File: src/rtl/vga_sync_decoder.sv
// Receive-side VGA timing recovery: rebuilds pixel coordinates, active-video enable and
// frame markers from a raw hsync/vsync/RGB stream, and tracks lock and timing errors.
module vga_sync_decoder #(
  parameter int   WIDTH       = 640,
  parameter int   HEIGHT      = 480,
  parameter int   H_SYNC      = 96,
  parameter int   H_BP        = 48,
  parameter int   H_TOTAL     = 800,
  parameter int   V_SYNC      = 2,
  parameter int   V_BP        = 33,
  parameter int   V_TOTAL     = 525,
  parameter logic SYNC_ACT    = 1'b0,
  parameter int   LOCK_FRAMES = 2
) (
  input  logic       clk_25,
  input  logic       resetN,
  input  logic       h_sync,
  input  logic       v_sync,
  input  logic [3:0] red_in,
  input  logic [3:0] green_in,
  input  logic [3:0] blue_in,
  output logic [9:0] pxl_x,
  output logic [9:0] pxl_y,
  output logic       en,
  output logic       frame_start,
  output logic       locked,
  output logic [7:0] err_cnt,
  output logic [3:0] red_out,
  output logic [3:0] green_out,
  output logic [3:0] blue_out
);

  localparam int          H_START   = H_SYNC + H_BP;
  localparam int          V_START   = V_SYNC + V_BP;
  localparam logic [9:0]  H_OFF     = 10'(H_START);
  localparam logic [9:0]  V_OFF     = 10'(V_START);
  localparam logic [10:0] H_BEG_W   = 11'(H_START);
  localparam logic [10:0] H_END_W   = 11'(H_START + WIDTH);
  localparam logic [10:0] V_BEG_W   = 11'(V_START);
  localparam logic [10:0] V_END_W   = 11'(V_START + HEIGHT);
  localparam logic [10:0] H_TOTAL_W = 11'(H_TOTAL);
  localparam logic [10:0] V_TOTAL_W = 11'(V_TOTAL);
  localparam logic [3:0]  LOCK_W    = 4'(LOCK_FRAMES);
  localparam logic [9:0]  CNT_MAX   = '1;

  localparam logic [1:0] ST_SEARCH = 2'd0;
  localparam logic [1:0] ST_CHECK  = 2'd1;
  localparam logic [1:0] ST_LOCKED = 2'd2;

  logic        hs_q, vs_q;
  logic [11:0] rgb_q;
  logic [9:0]  h_cnt_q, h_cnt_d, v_cnt_q, v_cnt_d, lcnt_q, lcnt_d;
  logic        vs_pend_q, vs_pend_d, line_seen_q;
  logic [1:0]  state_q, state_d;
  logic [3:0]  good_q, good_d;
  logic [7:0]  err_cnt_q, err_cnt_d;
  logic [9:0]  pxl_x_q, pxl_y_q;
  logic        en_q, en_d, fs_q, fs_d;
  logic [11:0] rgb_out_q, rgb_out_d;

  logic        hs_edge, vs_edge, line_err, frame_err, any_err, in_window;
  logic [10:0] frame_lines;

  // An edge is a fresh assertion: previous sample idle, current raw input asserted.
  assign hs_edge = (hs_q != SYNC_ACT) && (h_sync == SYNC_ACT);
  assign vs_edge = (vs_q != SYNC_ACT) && (v_sync == SYNC_ACT);

  // Line count at a vsync edge includes a coincident hsync edge, so vsync phase within a line does not matter.
  assign frame_lines = {1'b0, lcnt_q} + {10'd0, hs_edge};
  assign line_err    = hs_edge && line_seen_q && (({1'b0, h_cnt_q} + 11'd1) != H_TOTAL_W);
  assign frame_err   = vs_edge && (state_q != ST_SEARCH) && (frame_lines != V_TOTAL_W);
  assign any_err     = line_err || frame_err;

  assign in_window = ({1'b0, h_cnt_q} >= H_BEG_W) && ({1'b0, h_cnt_q} < H_END_W) &&
                     ({1'b0, v_cnt_q} >= V_BEG_W) && ({1'b0, v_cnt_q} < V_END_W);

  // NOTE: every always_comb output gets a default first so no path leaves it unassigned (no latch).
  always_comb begin
    h_cnt_d   = h_cnt_q;
    v_cnt_d   = v_cnt_q;
    vs_pend_d = vs_pend_q;
    lcnt_d    = lcnt_q;

    if (hs_edge) h_cnt_d = '0;
    else if (h_cnt_q != CNT_MAX) h_cnt_d = h_cnt_q + 10'd1;

    if (hs_edge) begin
      if (vs_edge || vs_pend_q) begin
        v_cnt_d   = '0;
        vs_pend_d = 1'b0;
      end else if (v_cnt_q != CNT_MAX) begin
        v_cnt_d = v_cnt_q + 10'd1;
      end
    end else if (vs_edge) begin
      vs_pend_d = 1'b1;
    end

    if (vs_edge) lcnt_d = '0;
    else if (hs_edge && (lcnt_q != CNT_MAX)) lcnt_d = lcnt_q + 10'd1;
  end

  // An error in the same cycle as a vsync edge takes priority over any state advance.
  always_comb begin
    state_d = state_q;
    good_d  = good_q;
    unique case (state_q)
      ST_SEARCH: begin
        if (vs_edge && !line_err) begin
          state_d = ST_CHECK;
          good_d  = '0;
        end
      end
      ST_CHECK: begin
        if (any_err) begin
          state_d = ST_SEARCH;
        end else if (vs_edge) begin
          good_d = good_q + 4'd1;
          if ((good_q + 4'd1) >= LOCK_W) state_d = ST_LOCKED;
        end
      end
      ST_LOCKED: begin
        if (any_err) state_d = ST_SEARCH;
      end
      default: state_d = ST_SEARCH;
    endcase
  end

  always_comb begin
    err_cnt_d = err_cnt_q;
    if (any_err && (state_q != ST_SEARCH) && (err_cnt_q != 8'hFF)) err_cnt_d = err_cnt_q + 8'd1;
    fs_d      = vs_edge && (state_q == ST_LOCKED) && !any_err;
    en_d      = in_window && (state_q == ST_LOCKED);
    rgb_out_d = en_d ? rgb_q : 12'd0;
  end

  // NOTE: sequential state uses non-blocking assignments so all registers update from pre-edge values.
  always_ff @(posedge clk_25 or negedge resetN) begin
    if (!resetN) begin
      hs_q        <= ~SYNC_ACT;
      vs_q        <= ~SYNC_ACT;
      rgb_q       <= '0;
      h_cnt_q     <= '0;
      v_cnt_q     <= '0;
      lcnt_q      <= '0;
      vs_pend_q   <= 1'b0;
      line_seen_q <= 1'b0;
      state_q     <= ST_SEARCH;
      good_q      <= '0;
      err_cnt_q   <= '0;
      pxl_x_q     <= '0;
      pxl_y_q     <= '0;
      en_q        <= 1'b0;
      fs_q        <= 1'b0;
      rgb_out_q   <= '0;
    end else begin
      hs_q        <= h_sync;
      vs_q        <= v_sync;
      rgb_q       <= {red_in, green_in, blue_in};
      h_cnt_q     <= h_cnt_d;
      v_cnt_q     <= v_cnt_d;
      lcnt_q      <= lcnt_d;
      vs_pend_q   <= vs_pend_d;
      line_seen_q <= line_seen_q | hs_edge;
      state_q     <= state_d;
      good_q      <= good_d;
      err_cnt_q   <= err_cnt_d;
      pxl_x_q     <= h_cnt_q - H_OFF;
      pxl_y_q     <= v_cnt_q - V_OFF;
      en_q        <= en_d;
      fs_q        <= fs_d;
      rgb_out_q   <= rgb_out_d;
    end
  end

  assign pxl_x       = pxl_x_q;
  assign pxl_y       = pxl_y_q;
  assign en          = en_q;
  assign frame_start = fs_q;
  assign locked      = (state_q == ST_LOCKED);
  assign err_cnt     = err_cnt_q;
  assign red_out     = rgb_out_q[11:8];
  assign green_out   = rgb_out_q[7:4];
  assign blue_out    = rgb_out_q[3:0];

endmodule

File: config.mk
export PLATFORM = sky130hd
export DESIGN_NAME = vga_sync_decoder
export DESIGN_NICKNAME = d
export VERILOG_FILES = /design/src/rtl/vga_sync_decoder.sv
export SDC_FILE = /design/constraint.sdc
export NUM_CORES = 1
export LEC_CHECK = 0
export CORE_MARGIN = 2
export CORE_UTILIZATION = 49
export DETAILED_ROUTE_END_ITERATION = 7
export PLACE_DENSITY = 0.8
export SYNTH_ARGS = -nofsm -noshare
export SYNTH_HDL_FRONTEND = slang
export SYNTH_SLANG_ARGS = --single-unit
export TNS_END_PERCENT = 100
File: constraint.sdc
create_clock -name clk_25 -period 2.82 [get_ports clk_25]
set_clock_uncertainty 0.15 [all_clocks]
set_input_delay 0.423 -clock clk_25 [delete_from_list [all_inputs] [get_ports clk_25]]
set_output_delay 0.423 -clock clk_25 [all_outputs]
set_load 0.01 [all_outputs]
Word-level counts from Yosys, hierarchy flattened
Cells that the tools add are included.
{"block": "word_totals", "regBits": 94, "out_inout_bits": 43, "wordCells": 99}
{"block": "op_classes", "addsub": 9, "order_cmp": 5, "eq_ne": 15, "mux": 20, "n_bitwise": 3, "reduce_logical": 31}
{"operator": "10-bit 2-to-1 mux", "n": 6}
{"operator": "10-bit by 1-bit adder with 10-bit output (second input constant)", "n": 3}
{"operator": "10-bit != test (second input constant)", "n": 3}
{"operator": "11-bit by 10-bit != test with 1-bit output (second input constant)", "n": 2}
{"operator": "10-bit less-than comparator (second input constant)", "n": 2}
{"operator": "1-bit logical AND", "n": 16}
{"operator": "12-bit 2-to-1 mux", "n": 1}
{"operator": "4-bit 2-to-1 mux", "n": 3}
{"operator": "2-bit nonzero test", "n": 6}
{"operator": "10-bit by 1-bit adder with 11-bit output", "n": 1}
{"operator": "10-bit by 1-bit adder with 11-bit output (second input constant)", "n": 1}
{"operator": "10-bit by 6-bit greater-or-equal comparator with 1-bit output (second input constant)", "n": 1}
{"operator": "10-bit by 8-bit greater-or-equal comparator with 1-bit output (second input constant)", "n": 1}
{"operator": "2-bit 2-to-1 mux", "n": 5}
{"operator": "10-bit by 6-bit subtractor with 10-bit output (second input constant)", "n": 1}
{"operator": "10-bit by 8-bit subtractor with 10-bit output (second input constant)", "n": 1}
{"operator": "8-bit by 1-bit adder with 8-bit output (second input constant)", "n": 1}
{"operator": "8-bit != test (second input constant)", "n": 1}
{"operator": "4-bit one-hot mux with 2 select lines", "n": 1}
{"operator": "4-bit AND reduction", "n": 2}
{"operator": "2-bit != test (second input constant)", "n": 3}
{"operator": "3-bit != test (second input constant)", "n": 2}
{"operator": "2-bit one-hot mux with 3 select lines", "n": 1}
{"operator": "4-bit by 1-bit adder with 4-bit output (second input constant)", "n": 1}
{"operator": "11 further kinds", "n": 18}

Logic depth before layout (Yosys ltp)
{"block": "depth", "ltp_word": 8, "mapped_depth": 12, "ltp_nobuf": 11}

Worst setup path after synthesis
No wires, ideal clock.
{"block": "synth_path", "path_kind": "input -> register", "from": "input port h_sync", "to": "register err_cnt_q[1] (netlist: err_cnt[1])", "setup_ns": 0.125, "arrival_ns": 2.723, "required_time_ns": 2.545, "path_slack_ns": -0.177, "stages": 10, "path_buffers": 1, "path_cell_list": "nand2b_1 -> inv_1 -> clkbuf_1 -> ha_1 -> ha_1 -> nand4b_1 -> nor4_1 -> o21bai_1 -> nand2_1 -> mux2_2"}
{"block": "synth_via", "elab_chain_len": 8, "word_cells_on_any_way": 10}
{"element": "start, declared", "line_no": "17", "source": "input logic h_sync,"}
{"element": "1-bit inverter *", "line_no": "65", "source": "assign hs_edge = (hs_q != SYNC_ACT) && (h_sync == SYNC_ACT);"}
{"element": "1-bit logical AND *", "line_no": "65"}
{"element": "10-bit by 1-bit adder with 11-bit output", "line_no": "69", "source": "assign frame_lines = {1'b0, lcnt_q} + {10'd0, hs_edge};"}
{"element": "11-bit by 10-bit != test with 1-bit output", "line_no": "71", "source": "assign frame_err = vs_edge && (state_q != ST_SEARCH) && (frame_lines != V_TOTAL_W);"}
{"element": "1-bit logical AND", "line_no": "71"}
{"element": "1-bit logical OR *", "line_no": "72", "source": "assign any_err = line_err || frame_err;"}
{"element": "1-bit logical AND * (2 in series)", "line_no": "130", "source": "if (any_err && (state_q != ST_SEARCH) && (err_cnt_q != 8'hFF)) err_cnt_d = err_cnt_q + 8'd1;"}
{"element": "end signal, assigned", "line_no": "166", "source": "err_cnt_q <= err_cnt_d;"}
{"element": "end, declared", "line_no": "56", "source": "logic [7:0] err_cnt_q, err_cnt_d;"}
Every way passes the cells marked *; elsewhere a longest branch is shown, timed or not.
A chain may end at the register's enable or synchronous reset.

Final worst setup path
{"block": "layout_path", "from": "input port h_sync", "to": "register good_q[2]"}
{"block": "layout_via", "elab_chain_len": 8, "word_cells_on_any_way": 13}
{"element": "1-bit inverter *", "line_no": "65"}
{"element": "1-bit logical AND *", "line_no": "65"}
{"element": "10-bit by 1-bit adder with 11-bit output / 1-bit logical AND (equally long branches)", "line_no": "69, 70"}
{"element": "11-bit by 10-bit != test with 1-bit output / 1-bit logical AND (equally long branches)", "line_no": "71, 70"}
{"element": "1-bit logical AND / 1-bit zero test (equally long branches)", "line_no": "71, 108"}
{"element": "1-bit logical OR / 1-bit logical AND (equally long branches)", "line_no": "72, 108"}
{"element": "2-bit != test (no line)"}
{"element": "4-bit AND reduction (no line) *"}
{"element": "end signal, assigned", "line_no": "165", "source": "good_q <= good_d;"}
{"element": "end, declared", "line_no": "55", "source": "logic [3:0] good_q, good_d;"}
Marked as above.

==> results by group <==
Synth
  • Avg Cell Area, Syn: 10.9 sq um
  • Main area contributors after synthesis: dfrtp_1 (55%), xnor2_1 (5.9%), xor2_1 (4.0%)
  • Async SR Flop Fraction: 100%
  • Synth warn: 0
  • Synthesized flop and latch total: 94
  • Synth top cells by count: dfrtp_1 (92), nor2_1 (37), xnor2_1 (28)
  • Synthesized area: 4170 sq um
  • Post-Syn Instances: 382
  • Syn_nets: 411
  • Netlist cell types: 42
  • Sequential-to-total area share from yosys stat: 56.5%
  • Post-synth top area share: 55.2%
  • Post-synth top area cell: dfrtp_1
  • Most common cell in the netlist: dfrtp_1
  • Synth Flop Type: dfrtp_1
  • Post-synth EDFFs: 0

STA
  • Maximum clock frequency: 378 MHz
  • Endpoints failing setup: 0
  • Final setup TNS: 0 ns
  • Fin crit share: 93.9%
  • Fin crit period: 2.65 ns
  • Final Max Slew Viols: 0
  • Slew at the pin closest to its max-slew limit: 1.02 ns
  • Slew headroom: 31.8%
  • Final Hold Fails: 0
  • RSZ-0062 raised after global routing: true
  • Hold_ws: 0.306 ns

Detailed routing
  • Final wirelength: 7730 um
  • Via count: 2937
  • DRC viols: 0
  • Vias/cell: 5.24
  • WL/cell: 13.8 um
  • Post-route ant nets: 0
  • First drt pass iteration count: 4
  • Iteration-0 DRC Markers: 117

Worst setup path
  • Max incr delay on CP: 0.48 ns
  • CP cell instances: clkdlybuf4s50_1, nand2b_4, inv_1, ha_1, ha_1, nand2b_1, mux2i_1, a21oi_1, nor4_4, o21ai_1, or4b_1, nand3_1
  • Crit path DAT: 2.79 ns
  • Critical-path top delay cell: clkdlybuf4s50_1
  • Most Frequent Cell on Critical Path: ha_1
  • CP startpoint kind: input pin
  • Critical path endpoint category: flop
  • Worst-path fanout max: 3
  • Crit Path Class: in2reg
  • Crit path required time: 2.96 ns

Clock tree
  • Htree depth: 3
  • Worst-Skew Late Latency: 0.36 ns
  • CTS sink cnt: 94
  • Clock tree from TritonCTS: built
  • CTS root buf: clkbuf_8
  • Clk buf depth: 2
  • Worst-path clk slew: 0.11 ns
  • CTS Buf Count: 9

Finish
  • Nets: 479
  • Layout cell share with drive strength beyond 1: 9.67%
  • Antenna Cells: 0
  • Register Area: 2360 sq um
  • Footprint of the multi-input gates: 1710 sq um
  • Fillers: 640
  • Layout area overhead: 23.8%

Floorplan
  • Rows: 33
  • Top Ports: 59
  • Starting Density: 50.8%
  • Die area: 9270 sq um
  • Core ar.: 8220 sq um
  • Die Y: 96.3 um
  • Chip Width: 96.3 um

Place
  • Gp weighted congestion: 0.857
  • PortBufs: 58
  • Dpl hpwl: 5530 um

Job
  • Max-cap violations: 0

Global routing
  • GRT Overall Usage: 18.7%
  • Largest net degree at the start of global routing: 59
  • Initial antenna violation count: 0
  • Global-route wire length before repair: 13300 um
  • GR Overflow Total: 0
  • Vias in the first global route: 2792

Pwr
  • VDD IR max: 0.406 mV
  • Total Power Consumption: 3.23 mW
  • Leakage power total: 2.25 nW
  • Cell area power density: 625 nW/um^2

Hold path
  • Worst min path class: reg2reg

Run status
  • Outcome: finished, final reports clean
## per-layer routing
layer / GRT usage, % / vias up / routed length [um]
met3: 4.62 / 7 / 357
met1: 26.4 / 1437 / 3560
li1: - / 1431 / -
met5: 0 / - / 0
met2: 29.2 / 62 / 3730
met4: 4.29 / 0 / 75
## stage by stage
| step | setup WS [ns] | util, % | std cells | instance area, sq um |
|---|---|---|---|---|
| 4_1_cts | 0.00587 | 62.5 | 560 | 5140 |
| 3_5_place_dp | -0.404 | 60.0 | 543 | 4930 |
| 3_3_place_gp | -0.232 | 60.0 | 543 | 4930 |
| 6_report | 0.172 | 62.8 | 560 | 5160 |
| 2_1_floorplan | 0.0120 | - | 382 | 4180 |
| 5_1_grt | -0.0153 | 62.8 | 560 | 5160 |
## final timing paths
check,startpoint,slack (ns),end,cells after the start
min reg2reg,rgb_q[8],0.31,rgb_out_q[8],1
min,rgb_q[8],0.31,rgb_out_q[8],1
max reg2reg,h_cnt_q[2],0.19,good_q[0],7
max,h_sync,0.17,good_q[2],12
max in group asynchronous,resetN,1.43,vs_q,3
min in group asynchronous,resetN,0.40,err_cnt[5],2
## report_power, final
part | internal [mW] | switching (mW)
sequential | 1.51 | 0.189
clock | 0.351 | 0.519
combinational | 0.359 | 0.300
## critical path: cells and delay by family
kind | cells | cell delay, ns
AOI/OAI and AO/OA | 2 | 0.21
and+or+nand+nor | 5 | 1.10
buffers and inverters | 2 | 0.54
muxes | 1 | 0.13
adders and majority gates | 2 | 0.39
## final cells by class
cell class              instances  area share (%)
clock buffers                   9            2.40
clock inverters                 7            1.53
inverters                      13           0.945
multi-input cells             258            33.1
flip-flops and latches         94            45.7
well taps                     105            2.54
repair buffers                 74            13.8
## placed cells by master, fill, tap and decap left out, types with 13 or more instances in the layout
master            n
dfrtp_1          90
ha_1             13
clkdlybuf4s50_1  57
nand3_1          23
xor2_1           19
nor2_1           37
xnor2_1          28
buf_4            15
nand2_1          24
inv_1            13
and2_1           15
## registers in the layout, summed over array words and instances, names as in the netlist, 2 cells and up
register and flops:
pxl_x 10, err_cnt 8, good_q 4, rgb_out_q 12
lcnt_q 10, pxl_y 10, v_cnt_q 10, h_cnt_q 10
state_q 2, rgb_q 12
## cell families after synthesis
family / after synthesis / synth area share [%]
AO/OA/AOI/OAI: 37 / 5.67
XOR/XNOR: 47 / 9.87
adder cells (fa/ha/maj): 13 / 3.90
buffers and inverters: 30 / 3.21
flip-flops: 94 / 56.5
multiplexers: 3 / 0.750
AND/OR/NAND/NOR: 158 / 20.1
## repair_timing
action                     4_1_cts  5_1_grt
gates resized for setup          0        8
buffers inserted                 0        0
hold buffers                     1        0
setup endpoints to repair        0       10
hold endpoints to repair        35        0
(Power assumes the default switching activity.)
